$ cat src/rtl/fadd_arbiter_if.sv
// Bundle between the FPU issue paths, the shared fadd and the fadd arbiter.
// The arbiter sits on the slave modport; requesters and the fadd sit on the master side.
interface fadd_arbiter_if #(
    parameter int NREQ = 2
);
    logic [NREQ-1:0]      req_valid;
    logic [NREQ-1:0]      req_ready;
    logic [32*NREQ-1:0]   req_x1;
    logic [32*NREQ-1:0]   req_x2;
    logic [NREQ-1:0]      req_sub;
    logic [31:0]          fa_x1;
    logic [31:0]          fa_x2;
    logic [31:0]          fa_y;
    logic                 fa_ovf;
    logic [NREQ-1:0]      rsp_valid;
    logic [NREQ-1:0]      rsp_ready;
    logic [32*NREQ-1:0]   rsp_y;
    logic [NREQ-1:0]      rsp_ovf;
    logic                 busy;

    modport slave (
        input  req_valid, req_x1, req_x2, req_sub, fa_y, fa_ovf, rsp_ready,
        output req_ready, fa_x1, fa_x2, rsp_valid, rsp_y, rsp_ovf, busy
    );

    modport master (
        output req_valid, req_x1, req_x2, req_sub, fa_y, fa_ovf, rsp_ready,
        input  req_ready, fa_x1, fa_x2, rsp_valid, rsp_y, rsp_ovf, busy
    );
endinterface

$ cat src/rtl/fadd_arbiter.sv
// Round-robin share of one fadd among NREQ requesters; one issue per cycle, fsub via x2 sign flip.
// Each result lands in a per-requester register held until rsp_ready; one op outstanding per requester.
module fadd_arbiter #(
    parameter int NREQ    = 2,
    parameter int LATENCY = 1
) (
    input  logic            clk,
    input  logic            rst,
    fadd_arbiter_if.slave   bus
);
    localparam int IDW = (NREQ > 1) ? $clog2(NREQ) : 1;

    logic [IDW-1:0]     ptr;
    logic [NREQ-1:0]    pend;
    logic [NREQ-1:0]    eligible;
    logic [NREQ-1:0]    grant;
    logic [IDW-1:0]     gid;
    logic               found;
    logic [31:0]        sel_x1;
    logic [31:0]        sel_x2;
    int                 j;

    logic [31:0]        fa_x1_q;
    logic [31:0]        fa_x2_q;
    logic [LATENCY-1:0] pipe_vld;
    logic [IDW-1:0]     pipe_id [LATENCY];
    logic               ret_vld;
    logic [IDW-1:0]     ret_id;

    logic [NREQ-1:0]    rsp_valid_q;
    logic [32*NREQ-1:0] rsp_y_q;
    logic [NREQ-1:0]    rsp_ovf_q;

    assign eligible = bus.req_valid & ~pend;

    // Search starts at ptr and wraps; the first eligible requester wins and its operands are muxed out.
    always_comb begin
        grant  = '0;
        gid    = '0;
        found  = 1'b0;
        sel_x1 = '0;
        sel_x2 = '0;
        j      = 0;
        for (int k = 0; k < NREQ; k++) begin
            j = int'(ptr) + k;
            if (j >= NREQ) j = j - NREQ;
            if (!found && eligible[j]) begin
                found    = 1'b1;
                grant[j] = 1'b1;
                gid      = IDW'(j);
                sel_x1   = bus.req_x1[32*j +: 32];
                sel_x2   = {bus.req_x2[32*j+31] ^ bus.req_sub[j], bus.req_x2[32*j +: 31]};
            end
        end
    end

    always_ff @(posedge clk or posedge rst) begin
        if (rst) begin
            ptr     <= '0;
            pend    <= '0;
            fa_x1_q <= '0;
            fa_x2_q <= '0;
        end else begin
            pend <= (pend & ~(rsp_valid_q & bus.rsp_ready)) | grant;
            if (found) begin
                ptr     <= (int'(gid) == NREQ - 1) ? '0 : gid + 1'b1;
                fa_x1_q <= sel_x1;
                fa_x2_q <= sel_x2;
            end
        end
    end

    // Owner-id delay line matching the external fadd latency.
    always_ff @(posedge clk or posedge rst) begin
        if (rst) begin
            pipe_vld <= '0;
            for (int s = 0; s < LATENCY; s++) pipe_id[s] <= '0;
        end else begin
            pipe_vld[0] <= found;
            pipe_id[0]  <= gid;
            for (int s = 1; s < LATENCY; s++) begin
                pipe_vld[s] <= pipe_vld[s-1];
                pipe_id[s]  <= pipe_id[s-1];
            end
        end
    end

    assign ret_vld = pipe_vld[LATENCY-1];
    assign ret_id  = pipe_id[LATENCY-1];

    // A returning owner always has rsp_valid low (pend blocks re-issue), so capture never collides with a held result.
    always_ff @(posedge clk or posedge rst) begin
        if (rst) begin
            rsp_valid_q <= '0;
            rsp_y_q     <= '0;
            rsp_ovf_q   <= '0;
        end else begin
            for (int i = 0; i < NREQ; i++) begin
                if (rsp_valid_q[i] && bus.rsp_ready[i]) rsp_valid_q[i] <= 1'b0;
                if (ret_vld && int'(ret_id) == i) begin
                    rsp_valid_q[i]       <= 1'b1;
                    rsp_y_q[32*i +: 32]  <= bus.fa_y;
                    rsp_ovf_q[i]         <= bus.fa_ovf;
                end
            end
        end
    end

    assign bus.req_ready = grant;
    assign bus.fa_x1     = fa_x1_q;
    assign bus.fa_x2     = fa_x2_q;
    assign bus.rsp_valid = rsp_valid_q;
    assign bus.rsp_y     = rsp_y_q;
    assign bus.rsp_ovf   = rsp_ovf_q;
    assign bus.busy      = |pend;
endmodule

$ cat src/flat_wrapper.sv
// flat-port wrapper written by rule: the top's interface ports become plain ports
module fadd_arbiter_flat 
#(
    parameter int NREQ    = 2,
    parameter int LATENCY = 1
)
  (clk, rst, bus_req_valid, bus_req_x1, bus_req_x2, bus_req_sub, bus_fa_y, bus_fa_ovf, bus_rsp_ready, bus_req_ready, bus_fa_x1, bus_fa_x2, bus_rsp_valid, bus_rsp_y, bus_rsp_ovf, bus_busy);
  fadd_arbiter_if #(.NREQ(NREQ)) bus_i ();
  input  logic clk;
  input  logic rst;
  input wire logic [$bits(bus_i.req_valid)-1:0] bus_req_valid;
  input wire logic [$bits(bus_i.req_x1)-1:0] bus_req_x1;
  input wire logic [$bits(bus_i.req_x2)-1:0] bus_req_x2;
  input wire logic [$bits(bus_i.req_sub)-1:0] bus_req_sub;
  input wire logic [$bits(bus_i.fa_y)-1:0] bus_fa_y;
  input wire logic [$bits(bus_i.fa_ovf)-1:0] bus_fa_ovf;
  input wire logic [$bits(bus_i.rsp_ready)-1:0] bus_rsp_ready;
  output wire logic [$bits(bus_i.req_ready)-1:0] bus_req_ready;
  output wire logic [$bits(bus_i.fa_x1)-1:0] bus_fa_x1;
  output wire logic [$bits(bus_i.fa_x2)-1:0] bus_fa_x2;
  output wire logic [$bits(bus_i.rsp_valid)-1:0] bus_rsp_valid;
  output wire logic [$bits(bus_i.rsp_y)-1:0] bus_rsp_y;
  output wire logic [$bits(bus_i.rsp_ovf)-1:0] bus_rsp_ovf;
  output wire logic [$bits(bus_i.busy)-1:0] bus_busy;
  assign bus_i.req_valid = bus_req_valid;
  assign bus_i.req_x1 = bus_req_x1;
  assign bus_i.req_x2 = bus_req_x2;
  assign bus_i.req_sub = bus_req_sub;
  assign bus_i.fa_y = bus_fa_y;
  assign bus_i.fa_ovf = bus_fa_ovf;
  assign bus_i.rsp_ready = bus_rsp_ready;
  assign bus_req_ready = bus_i.req_ready;
  assign bus_fa_x1 = bus_i.fa_x1;
  assign bus_fa_x2 = bus_i.fa_x2;
  assign bus_rsp_valid = bus_i.rsp_valid;
  assign bus_rsp_y = bus_i.rsp_y;
  assign bus_rsp_ovf = bus_i.rsp_ovf;
  assign bus_busy = bus_i.busy;
  fadd_arbiter #(.NREQ(NREQ), .LATENCY(LATENCY)) u_core (.clk(clk), .rst(rst), .bus(bus_i));
endmodule
$ cat config.mk
export PLATFORM = sky130hd
export DESIGN_NAME = fadd_arbiter_flat
export DESIGN_NICKNAME = d
export VERILOG_FILES = /design/src/rtl/fadd_arbiter_if.sv /design/src/rtl/fadd_arbiter.sv /design/src/flat_wrapper.sv
export SDC_FILE = /design/constraint.sdc
export NUM_CORES = 1
export LEC_CHECK = 0
export CAP_MARGIN = 20
export CORE_MARGIN = 4
export CORE_UTILIZATION = 39
export CTS_CLUSTER_DIAMETER = 150
export DETAILED_ROUTE_END_ITERATION = 10
export PLACE_DENSITY = 0.8
export SLEW_MARGIN = 25
export SYNTH_ARGS = -nofsm -noshare
export SYNTH_HDL_FRONTEND = slang
export SYNTH_SLANG_ARGS = --single-unit
$ cat constraint.sdc
create_clock -name clk -period 4.7 [get_ports clk]
set_clock_uncertainty 0.15 [all_clocks]
set_input_delay 0.47 -clock clk [delete_from_list [all_inputs] [get_ports clk]]
set_output_delay 0.47 -clock clk [all_outputs]
set_load 0.1 [all_outputs]
==> impl_metrics.json, run 1 <==
{
  "synth_area_mm2": 0.005649,
  "grt_pass1_wl_mm": 27.24,
  "slowest_delay_ns": 0.50,
  "syn-num-nets": 566,
  "crit_slowest_cell": "a21o_2",
  "start_util": 0.4023,
  "overflow": 0,
  "dieArea_mm2": 0.01648,
  "final_cell_mix": "clkdlybuf4s50_1, dfrtp_1, mux2_2",
  "fillers": 1003,
  "grtUsageTotal": 0.2136,
  "worstHoldPathType": "in2async",
  "cts_max_path_buffers": 2,
  "cts_made_buffers": 17,
  "final.period_utilization": 0.6506,
  "grt_pass1_vias": 5118,
  "multiInputGateArea_mm2": 0.002009,
  "die_h_um": 128.4,
  "timing.slew.headroom": 0.3130,
  "final_cells": 885,
  "max_freq_mhz": 327.0,
  "final_max_slew_viol_count": 0,
  "avgSynthCellArea_um2": 14.23,
  "crit_buf_inv": 4,
  "clk_latency_ns": 0.40,
  "ys_seq_area_frac": 0.6069,
  "numPortBuffers": 303,
  "wl_per_cell_um": 20.05,
  "worst_pin_slew_ns": 1.027,
  "synth_seq_cells": 137,
  "layout_setup_ws_ns": 1.642,
  "post-place-cells": 853,
  "crit_path_start_kind": "primary input",
  "clk_pin_slew_ns": 0.06,
  "cts_root_buf": "clkbuf_16",
  "fin_tns_setup_ns": 0,
  "postCtsSetupBuffers": 0,
  "core.rowCount": 43,
  "crit_chain": "clkdlybuf4s50_1 > nor2b_4 > buf_4 > a21o_2 > inv_2 > buf_4",
  "cts_tree": "done",
  "crit_path_frequent_cell": "buf_4",
  "arrival_ns": 2.44,
  "num_antenna_cells": 0,
  "ant_nets": 0,
  "core_mm2": 0.01404,
  "maxCapViolations": 0,
  "antenna_found_initial": 0,
  "dr.pass1.iters": 4,
  "gp_congestion": 0.8422,
  "crit_fanout": 66,
  "synthArstFlopShare": 1.000,
  "yosys_warnings": 0,
  "die_w_um": 128.4,
  "cts_max_level": 4,
  "setup_viol": 0,
  "critical_path_class": "in2out",
  "dpl.hpwl_mm": 12.90,
  "hold_violations": 0,
  "drive_gt1_frac": 0.1801,
  "clock_sinks": 137,
  "synth.distinct_cells": 26,
  "final_net_count": 861,
  "vias": 4658,
  "final_common_cell": "clkdlybuf4s50_1",
  "dp_slack_ns": 1.566,
  "syn_inst": 397,
  "wl_mm": 17.75,
  "holdBufCountCts": 0,
  "synth-edff-count": 0,
  "register_area_mm2": 0.003428,
  "avgViaCountPerCell": 5.263,
  "grt_max_degree": 67,
  "dr.first_iter.drc_count": 257,
  "syn_to_final_growth_pct": 65.36,
  "required_ns": 4.08,
  "period_needed_ns": 3.058,
  "cts_resized": 0,
  "end_kind": "primary output",
  "synth_ff_type": "dfrtp_1",
  "io_pins": 304,
  "cpLargestDelayFamily": "buffers and inverters",
  "route.detailed.drc": 0,
  "rsz0062_at_grt": "false",
  "status": "finished clean"
}
through the flow:
stage,util,area (um^2),hold slack [ns]
after detailed placement,0.6256,8785,0.3425
after global routing,0.6652,9341,0.3623
after CTS,0.6652,9341,0.3548
after floorplan,-,5649,0.3257
after global placement,0.6256,8785,0.3359
final,0.6652,9341,0.3504
Yosys cell counts (2+ instances only):
| master | instances | area share |
|---|---|---|
| dfrtp_1 | 137 | 0.61 |
| clkbuf_1 | 13 | 0.0086 |
| inv_1 | 5 | 0.0033 |
| o21ai_0 | 2 | 0.0018 |
| or3_1 | 62 | 0.069 |
| buf_2 | 16 | 0.014 |
| o221a_2 | 15 | 0.030 |
| o221a_1 | 48 | 0.096 |
| mux2_2 | 66 | 0.13 |
| nand2_1 | 9 | 0.0060 |
| nand2b_1 | 3 | 0.0033 |
| inv_2 | 2 | 0.0013 |
| buf_6 | 6 | 0.012 |
layout make-up:
cell class              instances  share of cell area
well taps                     180             0.02411
inverters                       7            0.003349
flip-flops and latches        137              0.3670
repair buffers                311              0.3308
multi-input cells             218              0.2151
clock inverters                 6            0.004018
clock buffers                  26             0.05559
sequential cells by signal, summed over array words and instances, names as in the netlist, named ones only:
register / flops
u_core.pipe_id: 1
u_core.pipe_vld: 1
u_core.bus.rsp_ovf: 2
u_core.bus.fa_x2: 32
u_core.pend: 2
u_core.bus.rsp_valid: 2
u_core.bus.rsp_y: 64
u_core.bus.fa_x1: 32
worst paths after layout:
kind                                                       from                          endpoint  slack [ns]  depth (start not counted)
worst min-delay path                                        rst  u_core.bus.rsp_y[38]$_DFFE_PP0P_        0.35                          2
max in group asynchronous                                   rst          u_core.pipe_id$_DFF_PP0_        3.07                          3
worst min register to register  u_core.bus.rsp_y[7]$_DFFE_PP0P_   u_core.bus.rsp_y[7]$_DFFE_PP0P_        0.35                          1
min in group clk                u_core.bus.rsp_y[7]$_DFFE_PP0P_   u_core.bus.rsp_y[7]$_DFFE_PP0P_        0.35                          1
worst max-delay path                           bus_req_valid[1]                  bus_req_ready[0]        1.64                          6
worst max register to register         u_core.pend[1]$_DFF_PP0_   u_core.bus.fa_x2[6]$_DFFE_PP0P_        2.10                          5
layer usage:
layer  vias to the layer above  track usage  part of all wire
li1                       2096            -                 -
met1                      2288       0.2528              0.39
met2                       241       0.3671              0.51
met3                        33      0.06683             0.077
met4                         0      0.07678             0.021
met5                         -            0                 0
worst register-to-register path, cell delays in order, from the launching register on:
cell	delay [ns]
dfrtp_1	0.42
nor2b_4	0.14
buf_4	0.49
a21o_2	0.51
buf_4	0.51
o221a_1	0.32
kinds of logic after synthesis:
kind of cell,synth area share
flip-flops,0.6069
buffers and inverters,0.03943
AND/OR/NAND/NOR,0.08594
XOR/XNOR,0.003101
multiplexers,0.1333
AO/OA/AOI/OAI,0.1313
Power of run 1 is left out: the tool's default activity adds up to more than one toggle a clock period on the data nets, which glitch-free logic cannot reach.
==> run 2: changes to the inputs <==
==> constraint.sdc (replaced) <==
create_clock -name clk -period 2.9 [get_ports clk]
set_clock_uncertainty 0.15 [all_clocks]
set_input_delay 0.29 -clock clk [delete_from_list [all_inputs] [get_ports clk]]
set_output_delay 0.29 -clock clk [all_outputs]
set_load 0.1 [all_outputs]
==> impl_metrics.json, run 2 (synthesis gave the netlist of run 1 again) <==
{
  "status": "finished clean",
  "cts_tree": "done",
  "dr.pass1.iters": 4,
  "grt_pass1_wl_mm": 26.91,
  "postCtsSetupBuffers": 0,
  "route.detailed.drc": 0,
  "register_area_mm2": 0.003428,
  "grt_max_degree": 103,
  "final_cell_mix": "clkdlybuf4s50_1, buf_4, dfrtp_1",
  "end_kind": "primary output",
  "cts_resized": 0,
  "wl_mm": 17.54,
  "dpl.hpwl_mm": 12.89,
  "wl_met2_mm": 8.695,
  "final_max_slew_viol_count": 0,
  "worstHoldPathType": "in2async",
  "max_freq_mhz": 433.1,
  "setup_viol": 0,
  "wl_per_cell_um": 19.82,
  "rsz0062_at_grt": "false",
  "crit_path_start_kind": "flip-flop",
  "clock_sinks": 137,
  "avgViaCountPerCell": 5.251,
  "critical_path_class": "reg2out",
  "required_ns": 2.46,
  "final.period_utilization": 0.7961,
  "crit_buf_inv": 2,
  "slowest_delay_ns": 0.44,
  "gp_congestion": 0.7843,
  "largest_reg_flops": 64,
  "fillers": 1070,
  "hold_violations": 0,
  "start_util": 0.4023,
  "m1WireLength_mm": 6.813,
  "wl_met3_mm": 1.381,
  "clk_latency_ns": 0.41,
  "multiInputGateArea_mm2": 0.002009,
  "final_common_cell": "clkdlybuf4s50_1",
  "grtUsageTotal": 0.2109,
  "die_w_um": 128.4,
  "cts_made_buffers": 17,
  "clk_pin_slew_ns": 0.05,
  "io_pins": 304,
  "cts_root_buf": "clkbuf_16",
  "cts_max_level": 4,
  "vias": 4647,
  "crit_chain": "or3b_1 > nand2_2 > inv_1 > buf_12",
  "core_mm2": 0.01404,
  "crit_fanout": 12,
  "numPortBuffers": 303,
  "overflow": 0,
  "cpLargestDelayFamily": "simple AND/OR/NAND/NOR gates",
  "syn_to_final_growth_pct": 60.78,
  "drive_gt1_frac": 0.3688,
  "arrival_ns": 1.87,
  "highest_layer": "met4",
  "num_antenna_cells": 0,
  "cts_max_path_buffers": 2,
  "timing.slew.headroom": 0.6491,
  "core.rowCount": 43,
  "dieArea_mm2": 0.01648,
  "worst_pin_slew_ns": 0.5263,
  "fin_tns_setup_ns": 0,
  "holdBufCountCts": 0,
  "antenna_found_initial": 0,
  "ant_nets": 0,
  "maxCapViolations": 0,
  "crit_slowest_cell": "dfrtp_1",
  "grt_pass1_vias": 5112,
  "final_net_count": 862,
  "dr.first_iter.drc_count": 184,
  "die_h_um": 128.4,
  "period_needed_ns": 2.309
}
==> run 2: cell count changes in the layout (fill, tap and decap cells not counted), sizes merged <==
cell           change
clkdlybuf4s50    -134
inv                -1
clkinvlp           +2
bufinv             +2
clkinv             -1
buf              +135
clkbuf             -3
==> run 2: area by class of cell <==
| class | count | share of cell area |
|---|---|---|
| Multi-Input combinational cell | 218 | 0.2212 |
| Tap cell | 180 | 0.02480 |
| Clock inverter | 8 | 0.01061 |
| Clock buffer | 23 | 0.05152 |
| Timing Repair Buffer | 312 | 0.3111 |
| Sequential cell | 137 | 0.3775 |
| Inverter | 7 | 0.003306 |
==> run 2: path summary, 6_finish.rpt <==
path                                                   from                                  end  slack (ns)  cells after the start
min in group clk                           bus_rsp_ready[1]  u_core.bus.rsp_valid[1]$_DFFE_PP0P_        0.32                      2
max reg2reg                                       flip-flop      u_core.bus.fa_x2[4]$_DFFE_PP0P_        0.97                      4
min                                                     rst     u_core.bus.fa_x1[23]$_DFFE_PP0P_        0.23                      3
max                                               flip-flop                     bus_req_ready[1]        0.59                      4
max in group asynchronous                               rst    u_core.bus.rsp_ovf[1]$_DFFE_PP0P_        1.96                      3
min reg2reg                u_core.bus.rsp_y[26]$_DFFE_PP0P_     u_core.bus.rsp_y[26]$_DFFE_PP0P_        0.35                      1
==> run 2: per-layer routing <==
metal  vias to the layer above  global-route usage
met5                         -                   0
met4                         0              0.1011
met3                        48             0.06393
met2                       224              0.3521
met1                      2272              0.2489
li1                       2103                   -
==> run 2: worst min-delay path: stages <==
cell             delay (ns)
clkdlybuf4s50_1        0.44
clkinvlp_4             0.10
buf_4                  0.38
==> run 2: metrics by stage <==
step	cell area (um^2)	util	hold slack [ns]	instances	setup WS (ns)
after floorplan	5653	-	0.2364	397	0.7529
after global placement	8518	0.6066	0.3383	854	0.7737
after detailed placement	8518	0.6066	0.3450	854	0.7140
after CTS	9082	0.6468	0.2444	885	0.5727
after global routing	9082	0.6468	0.2849	885	0.5333
final	9082	0.6468	0.2336	885	0.5913
Power of run 2 is left out for the same reason.
==> run 3: changes to the inputs <==
==> constraint.sdc (replaced) <==
create_clock -name clk -period 2.2 [get_ports clk]
set_clock_uncertainty 0.15 [all_clocks]
set_input_delay 0.22 -clock clk [delete_from_list [all_inputs] [get_ports clk]]
set_output_delay 0.22 -clock clk [all_outputs]
set_load 0.1 [all_outputs]
==> impl_metrics.json, run 3 (synthesis gave the netlist of run 1 again) <==
{
  "fin_util": 0.6529,
  "maxCapViolations": 0,
  "slowest_delay_ns": 0.42,
  "dr.first_iter.drc_count": 222,
  "dr.pass1.iters": 4,
  "arrival_ns": 1.71,
  "post-place-cells": 855,
  "reg2reg_from": "u_core.pend[1]$_DFF_PP0_",
  "crit_slowest_cell": "dfrtp_1",
  "core.rowCount": 43,
  "final_cell_mix": "clkdlybuf4s50_1, buf_4, dfrtp_1",
  "overflow": 0,
  "final_net_count": 863,
  "postCtsSetupBuffers": 0,
  "largest_reg_flops": 64,
  "numPortBuffers": 303,
  "clock_sinks": 137,
  "die_w_um": 128.4,
  "holdBufCountCts": 0,
  "die_h_um": 128.4,
  "worstHoldPathType": "in2async",
  "syn_to_final_growth_pct": 62.30,
  "rsz0062_at_grt": "false",
  "grt_max_degree": 112,
  "grtUsageTotal": 0.2165,
  "final.period_utilization": 0.9455,
  "crit_fanout": 8,
  "num_antenna_cells": 0,
  "cts_resized": 0,
  "gp_congestion": 0.8258,
  "ant_nets": 0,
  "setup_viol": 0,
  "cts_max_level": 4,
  "clk_pin_slew_ns": 0.05,
  "cpLargestDelayFamily": "simple AND/OR/NAND/NOR gates",
  "fin_tns_setup_ns": 0,
  "reg2reg_depth": 4,
  "io_pins": 304,
  "grt_pass1_vias": 5225,
  "status": "finished clean",
  "layout_setup_ws_ns": 0.1199,
  "required_ns": 1.83,
  "vias": 4623,
  "antenna_found_initial": 0,
  "grt_pass1_wl_mm": 27.63,
  "end_kind": "primary output",
  "wl_per_cell_um": 19.84,
  "crit_buf_inv": 2,
  "final_cells": 886,
  "cts_root_buf": "clkbuf_16",
  "core_mm2": 0.01404,
  "clk_latency_ns": 0.42,
  "dpl.hpwl_mm": 12.95,
  "period_needed_ns": 2.080,
  "rr_endpoint": "u_core.bus.fa_x2[5]$_DFFE_PP0P_",
  "crit_path_start_kind": "flip-flop",
  "dp_slack_ns": 0.1713,
  "reg2reg_slack_ns": 0.42,
  "drive_gt1_frac": 0.3711,
  "hold_violations": 0,
  "final_common_cell": "clkdlybuf4s50_1",
  "final_max_slew_viol_count": 0,
  "cts_made_buffers": 17,
  "timing.slew.headroom": 0.6192,
  "max_freq_mhz": 480.7,
  "dieArea_mm2": 0.01648,
  "cts_tree": "done",
  "crit_chain": "or3b_1 > nand2_2 > inv_1 > buf_12",
  "critical_path_class": "reg2out",
  "start_util": 0.4023,
  "cts_max_path_buffers": 2,
  "route.detailed.drc": 0,
  "wl_mm": 17.58,
  "avgViaCountPerCell": 5.218,
  "worst_pin_slew_ns": 0.5712
}
run 3: tightest hold or removal path, stage by stage:
cell and delay [ns]:
clkdlybuf4s50_1 0.44, clkinvlp_4 0.11, buf_4 0.32
run 3: how the worst max path moves through the flow:
stage	to	slack [ns]	cells past startpoint
2_1_floorplan	asynchronous set/reset pin	0.12	1
3_3_place_gp	u_core.bus.fa_x2[17]$_DFFE_PP0P_	0.23	5
3_5_place_dp	u_core.bus.fa_x1[11]$_DFFE_PP0P_	0.17	5
4_1_cts	bus_req_ready[1]	0.10	4
5_1_grt	bus_req_ready[1]	0.06	4
6_report	bus_req_ready[1]	0.12	4
run 3: metal layers:
metal	up-vias	GRT usage	part of all wire
met1	2243	0.2567	0.38
met4	0	0.09925	0.032
li1	2105	-	-
met5	-	0	0
met2	236	0.3650	0.50
met3	39	0.06185	0.085
run 3: cell type report:
| cell class | instances | area, um^2 |
|---|---|---|
| Sequential cell | 137 | 3428 |
| Multi-Input combinational cell | 218 | 2009 |
| Tap cell | 180 | 225.2 |
| Fill cell | 1053 | 4873 |
| Clock inverter | 7 | 138.9 |
| Timing Repair Buffer | 313 | 2845 |
| Inverter | 7 | 30.03 |
| Clock buffer | 24 | 491.7 |
run 3: through the flow:
step           cell area (um^2)  hold slack [ns]
2_1_floorplan              5653           0.1664
3_3_place_gp               8538           0.3390
3_5_place_dp               8538           0.3443
4_1_cts                    9169           0.1171
5_1_grt                    9169           0.1701
6_report                   9169           0.1220
Power of run 3 is left out for the same reason.
